`src/rtl/rc4_mem_pkg.sv`:
```
// Shared types and defaults for the RC4 S-array memory responder.
// Holds the bus widths, the default read latency and the FSM state type.
package rc4_mem_pkg;

  localparam int DEF_ADDR_W       = 8;
  localparam int DEF_DATA_W       = 8;
  localparam int DEF_READ_LATENCY = 2;

  typedef enum logic [2:0] {
    ST_IDLE,
    ST_ISSUE,
    ST_WAIT,
    ST_DONE,
    ST_RELEASE
  } state_t;

endpackage

```
`src/rtl/mem_access_responder.sv`:
```
// Responder side of the request/request_finished handshake.
// Drives one read or write into the S-array RAM per request.
module mem_access_responder
  import rc4_mem_pkg::*;
#(
  parameter int ADDR_W       = DEF_ADDR_W,
  parameter int DATA_W       = DEF_DATA_W,
  parameter int READ_LATENCY = DEF_READ_LATENCY
) (
  input  logic              clk,
  input  logic              rst_n,
  input  logic              request,
  input  logic              we,
  input  logic [ADDR_W-1:0] address,
  input  logic [DATA_W-1:0] data,
  output logic              request_finished,
  output logic [DATA_W-1:0] rdata,
  output logic              busy,
  output logic [ADDR_W-1:0] mem_address,
  output logic [DATA_W-1:0] mem_data,
  output logic              mem_wren,
  input  logic [DATA_W-1:0] mem_q
);

  localparam int CNT_W = $clog2(READ_LATENCY + 1);
  localparam logic [CNT_W-1:0] LAST =
    CNT_W'(READ_LATENCY - 1);

  state_t            r_state;
  state_t            w_state_nxt;
  logic [CNT_W-1:0]  r_cnt;
  logic              r_we;
  logic              r_wren;
  logic [ADDR_W-1:0] r_addr;
  logic [DATA_W-1:0] r_data;
  logic [DATA_W-1:0] r_rdata;
  logic              w_accept;
  logic              w_last;

  assign w_accept = (r_state == ST_IDLE) && request;
  // Writes finish one edge into WAIT; reads after the RAM latency.
  assign w_last   = r_we || (r_cnt == LAST);

  always_ff @(posedge clk or negedge rst_n) begin
    if (!rst_n) r_state <= ST_IDLE;
    else        r_state <= w_state_nxt;
  end

  always_comb begin
    w_state_nxt = r_state;
    unique case (r_state)
      ST_IDLE:    if (request) w_state_nxt = ST_ISSUE;
      ST_ISSUE:   w_state_nxt = ST_WAIT;
      ST_WAIT:    if (w_last) w_state_nxt = ST_DONE;
      ST_DONE:    w_state_nxt = ST_RELEASE;
      ST_RELEASE: if (!request) w_state_nxt = ST_IDLE;
      default:    w_state_nxt = ST_IDLE;
    endcase
  end

  always_ff @(posedge clk or negedge rst_n) begin
    if (!rst_n) begin
      r_cnt   <= '0;
      r_we    <= 1'b0;
      r_wren  <= 1'b0;
      r_addr  <= '0;
      r_data  <= '0;
      r_rdata <= '0;
    end else begin
      if (w_accept) begin
        r_addr <= address;
        r_data <= data;
        r_wren <= we;
        r_we   <= we;
      end
      if (r_state == ST_ISSUE) begin
        r_wren <= 1'b0;
        r_cnt  <= '0;
      end
      if (r_state == ST_WAIT && !r_we) begin
        if (w_last) r_rdata <= mem_q;
        else        r_cnt   <= r_cnt + 1'b1;
      end
    end
  end

  assign request_finished = (r_state == ST_DONE);
  assign busy             = (r_state != ST_IDLE);
  assign mem_address      = r_addr;
  assign mem_data         = r_data;
  assign mem_wren         = r_wren;
  assign rdata            = r_rdata;

endmodule

```
`config.mk`:
```
export PLATFORM = sky130hd
export DESIGN_NAME = mem_access_responder
export DESIGN_NICKNAME = d
export VERILOG_FILES = /design/src/rtl/rc4_mem_pkg.sv /design/src/rtl/mem_access_responder.sv
export SDC_FILE = /design/constraint.sdc
export NUM_CORES = 1
export LEC_CHECK = 0
export CAP_MARGIN = 20
export CORE_AREA = 2 2 59 61
export CTS_BUF_LIST = sky130_fd_sc_hd__clkbuf_16
export CTS_CLUSTER_SIZE = 12
export DETAILED_ROUTE_END_ITERATION = 8
export DIE_AREA = 0 0 61 63
export GPL_ROUTABILITY_DRIVEN = 1
export PLACE_DENSITY = 0.86
export SYNTH_ARGS = -nofsm -noshare
export SYNTH_HDL_FRONTEND = slang
export SYNTH_SLANG_ARGS = --single-unit
export TNS_END_PERCENT = 10
```
`constraint.sdc`:
```
create_clock -name clk -period 2.3 [get_ports clk]
set_input_delay 0.345 -clock clk [delete_from_list [all_inputs] [get_ports clk]]
set_output_delay 0.345 -clock clk [all_outputs]
set_load 0.02 [all_outputs]
```
==> results of run 1 <==
registers in the layout (all words and copies together) (netlist names):
name / cells
r_state: 3
r_cnt: 2
mem_data: 8
mem_wren: 1
r_we: 1
mem_address: 8
rdata: 8
synth_stat cells:
library cell | instances | share of area [%]
and3b_1 | 1 | 0.68
buf_4 | 1 | 0.59
buf_6 | 1 | 0.88
clkbuf_1 | 2 | 0.59
dfrtp_1 | 31 | 60
ha_1 | 1 | 0.97
inv_1 | 3 | 0.88
mux2_2 | 17 | 15
mux2_4 | 8 | 9.4
mux2i_1 | 2 | 1.6
nand2_1 | 2 | 0.59
nand2b_1 | 3 | 1.5
nor2_1 | 2 | 0.59
nor3_2 | 1 | 0.78
nor4_1 | 2 | 0.97
o21ai_0 | 2 | 0.78
o21bai_1 | 1 | 0.59
o32a_1 | 1 | 0.78
or3_1 | 1 | 0.49
or3b_2 | 1 | 0.68
or4b_1 | 1 | 0.78
xnor2_1 | 1 | 0.68
power breakdown:
| group | switching (mW) | internal [mW] | total (mW) |
|---|---|---|---|
| Sequential | 0.193 | 0.823 | 1.02 |
| Combinational | 0.617 | 0.808 | 1.43 |
| Clock | 0.207 | 0.389 | 0.596 |
| Total | 1.02 | 2.02 | 3.04 |
critical path: stages (launching register included):
cell and delay, ns:
dfrtp_1 0.48, or3_1 0.40, clkdlybuf4s50_1 0.54
how the worst max path moves through the flow:
stage / from / to / slack (ns) / cells past startpoint
floorplan: r_state[1] / mem_address[0] / 0.63 / 4
global placement: r_state[1] / rdata[1] / 0.50 / 3
detailed placement: request / mem_address[6] / 0.43 / 5
CTS: r_state[2] / busy / 0.26 / 2
global route: r_state[2] / busy / 0.22 / 2
finish: r_state[2] / busy / 0.26 / 2
layer usage:
metal / vias up / GRT usage, %
met5: - / 0
met4: 0 / 4.891
met3: 6 / 6.004
met2: 39 / 27.15
met1: 438 / 18.34
li1: 411 / -
layout make-up:
cell class	count	area (sq um)
inverter	3	11.26
timing repair buffer	56	555.5
clock buffer	5	125.1
multi-input combinational	47	470.5
tap	46	57.56
sequential	31	775.7
fill	249	1224
clock inverter	3	12.51
cells by family (layout without fill, tap and decap cells):
family	Yosys count	in the layout
compound gates	4	4
mux	27	27
xor+xnor	1	1
buf+inv	7	67
flops	31	31
fa+ha+maj	1	1
simple gates	14	14
layout by cell type, fill, tap and decap left out:
cell	n
clkdlybuf4s50_1	54
dfrtp_1	31
mux2_2	17
mux2_4	8
inv_1	5
clkbuf_16	5
nand2b_1	3
nand2_1	2
nor4_1	2
mux2i_1	2
o21ai_0	2
nor2_1	2
buf_4	2
and3b_1	1
or3_1	1
or3b_2	1
nor3_2	1
o21bai_1	1
o32a_1	1
or4b_1	1
xnor2_1	1
ha_1	1
clkinv_2	1
per-stage QoR:
step / std cells / hold slack [ns]
floorplan: 85 / 0.04941
global placement: 183 / 0.4711
detailed placement: 183 / 0.4805
CTS: 191 / 0.4792
global route: 191 / 0.4958
finish: 191 / 0.4735
==> run metrics, run 1 <==
Post-Synth XOR/XNOR Area=0.6823%; RePlAce Congestion=0.7505; total clock sinks=31; first drt pass iteration count=3; DIE WIDTH=61 microns; n_diodes=0; simple-gate share of the synthesized area=7.018%; worst reg2reg startpoint=r_state[1]; P_leak=just under 0.9 nW; R2R Setup Slk=0.48 ns; Place WS=0.4342 ns; drt wl/cell=14.90 microns; Hold/Removal Path Class=primary input to async pin; Setup CP Type=flop to output pin; CTS buffer count=5; Fmax=a little under 0.5 GHz; Synth Register Bits=31; metal3 WL=235 microns; Rel. slew slack=57.24%; main combinational cell family by area after synthesis=multiplexers; I/O Buffers=54; met2 wire length=1435 microns; final worst-path cycle share=88.59%; Setup TNS=0 ns; clk_lat worst skew=0.27 ns; CTS Root Cell=clkbuf_16; hold_buf cts=0; multiplexer share of the synthesized area=25.83%; initial antenna violation count=0; total chip power=3.037 mW; status=completed; CP required=1.96 ns; Max-Cap Viols=0; vias in the first global route=939; row count=21; gate count of the mapped netlist=between 80 and 90; crit path launch type=flop; Critical Path AT=1.69 ns; CTS tree=built; # IOs=55; library cells used by synthesis=22; CTS Buffer Depth=2; IR drop worst, VDD=between 0.5 and 0.6 mV; placed cell areas=1871 sq um; first-pass GRT wire length=4505 microns; Worst-Margin Slew=0.6355 ns; Syn Std Cell Area=1284 sq um; largest net degree at the start of global routing=32; fin util=about 62%; Post-CTS Setup Bufs=0; DR iter-0 viols=27; Final Max Slew Viols=0; Starting Density=39.72%; drt total wl=2846 microns; reg2reg end=rdata[3]; GRT Total Usage=around 16%; synth warn=0; PostCTS Resize Cnt=0; setup ws final=0.2624 ns; # H-tree levels=2; via/cell ratio=about 4.7; Max FO, Critical Path=11; DR top layer=met4; area fraction in compound gates after synthesis=under 10%; syn_nets=114; Die ar.=3843 sq um; Vias=894; placed wire-length estimate=2122 microns; Pwr Density=1513 nW/um^2; Final Setup Violations=0; CP Capture Type=output pin; Syn Area/Cell=15.10 sq um; Final min period=between 2 and 2.5 ns; # DRC=0; GR Overflow Total=0; Area Overhead vs Synth=56.43%; Final ANT Viol Nets=0; layout cells sized above 1=24.14%; cell area after layout=approximately 2000 sq um; unrepaired setup endpoints after global routing=no; Reg2Reg Depth=3; Post-Synth Adder-Cell Area=0.9747%; Die Y=63 microns; core region area=roughly 3200 sq um; Final nets=between 150 and 200; Clk pin slew, worst setup/hold paths=0.05 ns; Hold Fails Final Rpt=0; Final Skew=0.005471 ns; M1 WL=between 1000 and 1500 microns; register area share after synthesis=about three fifths
No activity file was read; power rests on OpenSTA's default activity.
==> inputs of run 2 (changes only) <==
- HOLD_SLACK_MARGIN: not set -> 0.05
- REMOVE_ABC_BUFFERS: not set -> 1
==> run 2 against run 1 <==
Effect of this change: design area hardly changed; global-route usage is 0.29 points higher; register-to-register slack is essentially flat; clock power about the same; first-iteration DRC count is 96% higher; total power fell by 0.29%; clock skew is 0.0039 ns lower; critical path type unchanged.
==> run metrics, run 2 (synthesis gave the netlist of run 1 again) <==
Final Max Slew Viols=0 (unchanged); Rel. slew slack=57.88% (+0.64 points); initial antenna violation count=0 (unchanged); drt total wl=2722 microns (-4.4%); worst reg2reg startpoint=r_state[1]; Vias=873 (-2.3%); first-pass GRT wire length=4512 microns (+0.16%); Setup TNS=0 ns (unchanged); critical path's top delay family=buffers and inverters; most frequent cells in the layout=54 x clkdlybuf4s50_1, 31 x dfrtp_1, 17 x mux2_2, 8 x mux2_4, 5 x clkbuf_16; Critical Path AT=1.70 ns (about the same); layout cells sized above 1=23.45% (-0.69 points); Setup CP Type=flop to output pin; drt wl/cell=14.25 microns (-4.4%); Max-Cap Viols=0 (unchanged); storage element area=775.7 sq um (unchanged); DR iter-0 viols=53 (+96%); Final Setup Violations=0 (unchanged); CTS buffer count=5 (unchanged); DIE WIDTH=61 microns (unchanged); GR Overflow Total=0 (unchanged); unrepaired setup endpoints after global routing=no; setup ws final=0.2509 ns (-0.01159 ns); Area Overhead vs Synth=56.33% (about the same); Worst-Margin Slew=0.6260 ns (-0.009457 ns); Hold Fails Final Rpt=0 (unchanged); P_leak=0.8639 nW (-0.70%); clk_lat worst skew=0.27 ns (about the same); Die ar.=3843 sq um (unchanged); crit path launch type=flop; Final min period=2.049 ns (+0.01159 ns); PostCTS Resize Cnt=0 (unchanged); Final nets=173 (unchanged); Clk pin slew, worst setup/hold paths=0.05 ns (about the same); placed wire-length estimate=2010 microns (-5.3%); Final Skew=0.001525 ns (-0.003946 ns); IR drop worst, VDD=0.7327 mV (+33%); Reg2Reg Depth=3 (unchanged); Post-CTS Setup Bufs=0 (unchanged); largest net degree at the start of global routing=32 (unchanged); CTS tree=built; status=completed; total clock sinks=31 (unchanged); vias in the first global route=927 (-1.3%); Max FO, Critical Path=11 (unchanged); total chip power=3.029 mW (-0.29%); GRT Total Usage=16.34% (+0.29 points); commonest non-fill, non-tap cell in the layout=clkdlybuf4s50_1; critical-path cell list=or3_1 -> clkdlybuf4s50_1; Place WS=0.4295 ns (-0.004616 ns); Die Y=63 microns (unchanged); fillers=258 (+3.6%); CTS Root Cell=clkbuf_16; CP Capture Type=output pin; # IOs=55 (unchanged); R2R Setup Slk=0.48 ns (about the same); Starting Density=39.72% (unchanged); Pwr Density=1509 nW/um^2 (-0.23%); Hold/Removal Path Class=primary input to async pin; Fmax=0.4880 GHz (-0.57%); I/O Buffers=54 (unchanged); hold_buf cts=0 (unchanged); Slowest-stage cell, CP=clkdlybuf4s50_1; # H-tree levels=2 (unchanged); RePlAce Congestion=0.7729 (+3.0%); via/cell ratio=4.571 (-2.3%); Multi-input gate area=470.5 sq um (unchanged); # DRC=0 (unchanged); first drt pass iteration count=3 (unchanged); row count=21 (unchanged); CP required=1.96 ns (about the same); CP bufs+invs=1 (unchanged); Critical Path Max Stage Delay=0.55 ns (about the same); CTS Buffer Depth=2 (unchanged); reg2reg end=rdata[5]; final worst-path cycle share=89.09% (+0.50 points); core region area=3232 sq um (unchanged); Final ANT Viol Nets=0 (unchanged); n_diodes=0 (unchanged)
[run 2: changes by cell type in the layout (fill, tap and decap cells not counted), sizes merged]
cell    change
clkinv      +1
inv         -1
[run 2: through the flow]
stage / area (sq um) / std cells / hold slack, ns / utilization (%)
global route: 2007 / 191 / 0.5141 / 62.10
CTS: 2007 / 191 / 0.4808 / 62.10
detailed placement: 1871 / 183 / 0.4932 / 57.88
floorplan: 1257 / 81 / 0.04941 / -
finish: 2007 / 191 / 0.4738 / 62.10
global placement: 1871 / 183 / 0.4717 / 57.88
[run 2: worst register-to-register path, delay by kind of cell (launching register included)]
family	cells	cell delay (ns)
and+or+nand+nor	2	0.87
muxes	1	0.39
DFF	1	0.44
[run 2: per-layer routing]
layer  global-route usage, %  wire [microns]
met1                   19.39            1119
met2                   25.27            1384
met3                   4.348             151
met4                   10.60              68
met5                       0               0
[run 2: final cells by class]
type                       count  share of cell area [%]
inverter                       3                  0.5611
clock buffer                   5                   6.234
tap                           46                   2.868
clock inverter                 3                  0.5611
sequential                    31                   38.65
timing repair buffer          56                   27.68
multi-input combinational     47                   23.44
[run 2: worst max path at each step]
stage	start	endpoint	slack [ns]	cells after the start
after floorplan	r_state[1]	mem_address[0]	0.47	3
after global placement	request	mem_data[1]	0.50	5
after detailed placement	request	mem_address[1]	0.43	5
after CTS	r_state[2]	busy	0.25	2
after global routing	r_state[2]	busy	0.19	2
final	r_state[2]	busy	0.25	2
[run 2: power by group]
| part | switching [mW] | total, mW | internal (mW) | leakage (nW) |
|---|---|---|---|---|
| clock | 0.208 | 0.596 | 0.387 | 0.0701 |
| sequential | 0.187 | 1.01 | 0.822 | 0.371 |
| combinational | 0.615 | 1.42 | 0.808 | 0.423 |
| total | 1.01 | 3.03 | 2.02 | 0.864 |
==> inputs of run 3 (changes only) <==
- GPL_TIMING_DRIVEN: not set -> 0
==> run 3 against run 2 <==
Effect of this change: die area did not move; register-to-register slack about the same; core utilization rose by 0.89 points; flip-flop and latch count unchanged; global-route usage down 0.99 points; clock power is 2% higher; critical path depth stayed put; hold slack improved by 0.012 ns; fmax up 0.16%.
==> run metrics, run 3 (synthesis gave the netlist of run 1 again) <==
hold_buf cts=0 (unchanged); CP bufs+invs=1 (unchanged); part of the power in registers=33.2% (about the same); hold_ws=0.4854 ns (+0.01165 ns); I/O Buffers=54 (unchanged); total clock sinks=31 (unchanged); clock power share=19.9% (+0.2 points); Worst Setup SP=r_state[2]; GRT Total Usage=15.36% (-0.99 points); switching portion of total power=33.28% (-0.088 points); DIE WIDTH=61 microns (unchanged); CTS buffer count=5 (unchanged); Final ANT Viol Nets=0 (unchanged); DR iter-0 viols=15 (-72%); core region area=3232 sq um (unchanged); layout cells sized above 1=24.83% (+1.4 points); CTS tree=built; Vias=880 (+0.80%); Reg2Reg Depth=3 (unchanged); P_leak=0.8735 nW (+1.1%); commonest non-fill, non-tap cell in the layout=clkdlybuf4s50_1; placed cell areas=1883 sq um (+0.67%); status=completed; Hold Fails Final Rpt=0 (unchanged); critical path's top delay family=buffers and inverters; # DRC=0 (unchanged); GR Overflow Total=0 (unchanged); Final Skew=0.005264 ns (+0.003739 ns); Non-Filler Instances=191 (unchanged); Final Max Slew Viols=0 (unchanged); row count=21 (unchanged); Clk pin slew, worst setup/hold paths=0.05 ns (about the same); drt total wl=2708 microns (-0.51%); CTS Buffer Depth=2 (unchanged); Die ar.=3843 sq um (unchanged); reg2reg end=rdata[5]; Post-Place Cells=182 (-0.55%); unrepaired setup endpoints after global routing=no; IR drop worst, VDD=0.7704 mV (+5.1%); first-pass GRT wire length=4271 microns (-5.3%); CP required=1.96 ns (about the same); drt wl/cell=14.18 microns (-0.51%); PostCTS Resize Cnt=0 (unchanged); Combinational Power Share=46.9% (about the same); critical-path cell list=or3_1 -> clkdlybuf4s50_1; via/cell ratio=4.607 (+0.80%); Post-CTS Setup Bufs=0 (unchanged); Final Setup Violations=0 (unchanged); RePlAce Congestion=0.7473 (-3.3%); worst reg2reg startpoint=r_state[1]; Slowest-stage cell, CP=clkdlybuf4s50_1; cell area after layout=2036 sq um (+1.4%); most frequent cells in the layout=54 x clkdlybuf4s50_1, 31 x dfrtp_1, 17 x mux2_2, 8 x mux2_4, 5 x clkbuf_16; Rel. slew slack=52.25% (-5.6 points); internal power=2.031 mW (+0.67%); # IOs=55 (unchanged); placed wire-length estimate=2062 microns (+2.6%); Starting Density=39.72% (unchanged); Worst-Margin Slew=0.7098 ns (+0.08374 ns); first drt pass iteration count=3 (unchanged); largest net degree at the start of global routing=20 (-38%); logic depth of the worst path, buffers included=2 (unchanged); Max-Cap Viols=0 (unchanged); Area Overhead vs Synth=58.58%; Critical Path AT=1.70 ns (about the same); fin util=62.99% (+0.89 points); CP Capture Type=output pin; Die Y=63 microns (unchanged); Place WS=-0.1546 ns (-0.5841 ns); Final nets=173 (unchanged); Critical Path Max Stage Delay=0.54 ns (about the same); crit path launch type=flop; Max FO, Critical Path=11 (unchanged); clk_lat worst skew=0.27 ns (about the same); Hold/Removal Path Class=primary input to async pin; R2R Setup Slk=0.47 ns (about the same); initial antenna violation count=0 (unchanged); Pwr Density=1496 nW/um^2 (-0.89%); switching pwr=1.013 mW (+0.27%); CTS Root Cell=clkbuf_16; fillers=255 (-1.2%); Final min period=2.046 ns (-0.003249 ns); # H-tree levels=2 (unchanged); vias in the first global route=950 (+2.5%); setup ws final=0.2541 ns (+0.003249 ns); Setup CP Type=flop to output pin; final worst-path cycle share=88.95% (-0.14 points); Fmax=0.4888 GHz (+0.16%); n_diodes=0 (unchanged); crit path capture=busy
==> run 3: changes by cell type in the layout (fill, tap and decap cells not counted) <==
cell	before	now
clkinv_2	0	1
clkinvlp_4	0	1
buf_16	0	1
clkinv_1	2	0
buf_4	2	0
buf_6	0	1
==> run 3: power by group through the flow <==
| stage | Combinational, mW | Sequential, mW | Clock [mW] |
|---|---|---|---|
| 2_1_floorplan | 0.510 | 1.27 | 0 |
| 3_3_place_gp | 1.39 | 0.994 | 0 |
| 3_5_place_dp | 1.43 | 1.02 | 0 |
| 4_1_cts | 1.44 | 1.01 | 0.616 |
| 5_1_grt | 1.51 | 1.05 | 0.655 |
| 6_report | 1.43 | 1.01 | 0.605 |
==> run 3: worst min path at each step <==
| stage | cells past startpoint | startpoint | slack, ns | to |
|---|---|---|---|---|
| floorplan | 0 | rst_n | 0.05 | mem_address[0] |
| global placement | 1 | r_cnt[0] | 0.47 | r_cnt[0] |
| detailed placement | 1 | r_cnt[0] | 0.49 | r_cnt[0] |
| CTS | 1 | rst_n | 0.50 | mem_address[6] |
| global route | 1 | mem_data[0] | 0.51 | mem_data[0] |
| finish | 1 | rst_n | 0.49 | mem_address[6] |
==> run 3: cell type report <==
class	instances	area, sq um	area share (%)
Clock buffer	5	125.1	6.146
Clock inverter	3	16.27	0.7990
Inverter	3	11.26	0.5532
Multi-Input combinational cell	47	470.5	23.11
Sequential cell	31	775.7	38.11
Tap cell	46	57.56	2.827
Timing Repair Buffer	56	579.3	28.46
==> run 3: metal layers <==
metal	GRT usage (%)	up-vias	share of wire [%]
li1	-	415	-
met1	17.05	433	38
met2	25.13	26	56
met3	4.969	6	3.2
met4	8.424	0	3.0
met5	0	-	0
==> run 3: through the flow <==
step           power, mW  setup TNS [ns]
6_report           3.045               0
5_1_grt            3.217               0
4_1_cts            3.064               0
3_5_place_dp       2.446          -2.522
3_3_place_gp       2.380          -1.544
2_1_floorplan      1.780               0
==> run 3: worst register-to-register path, stage by stage, from the launching register on <==
cell and delay (ns):
dfrtp_1 0.45, nand2b_1 0.10, or4b_1 0.77, mux2_4 0.39
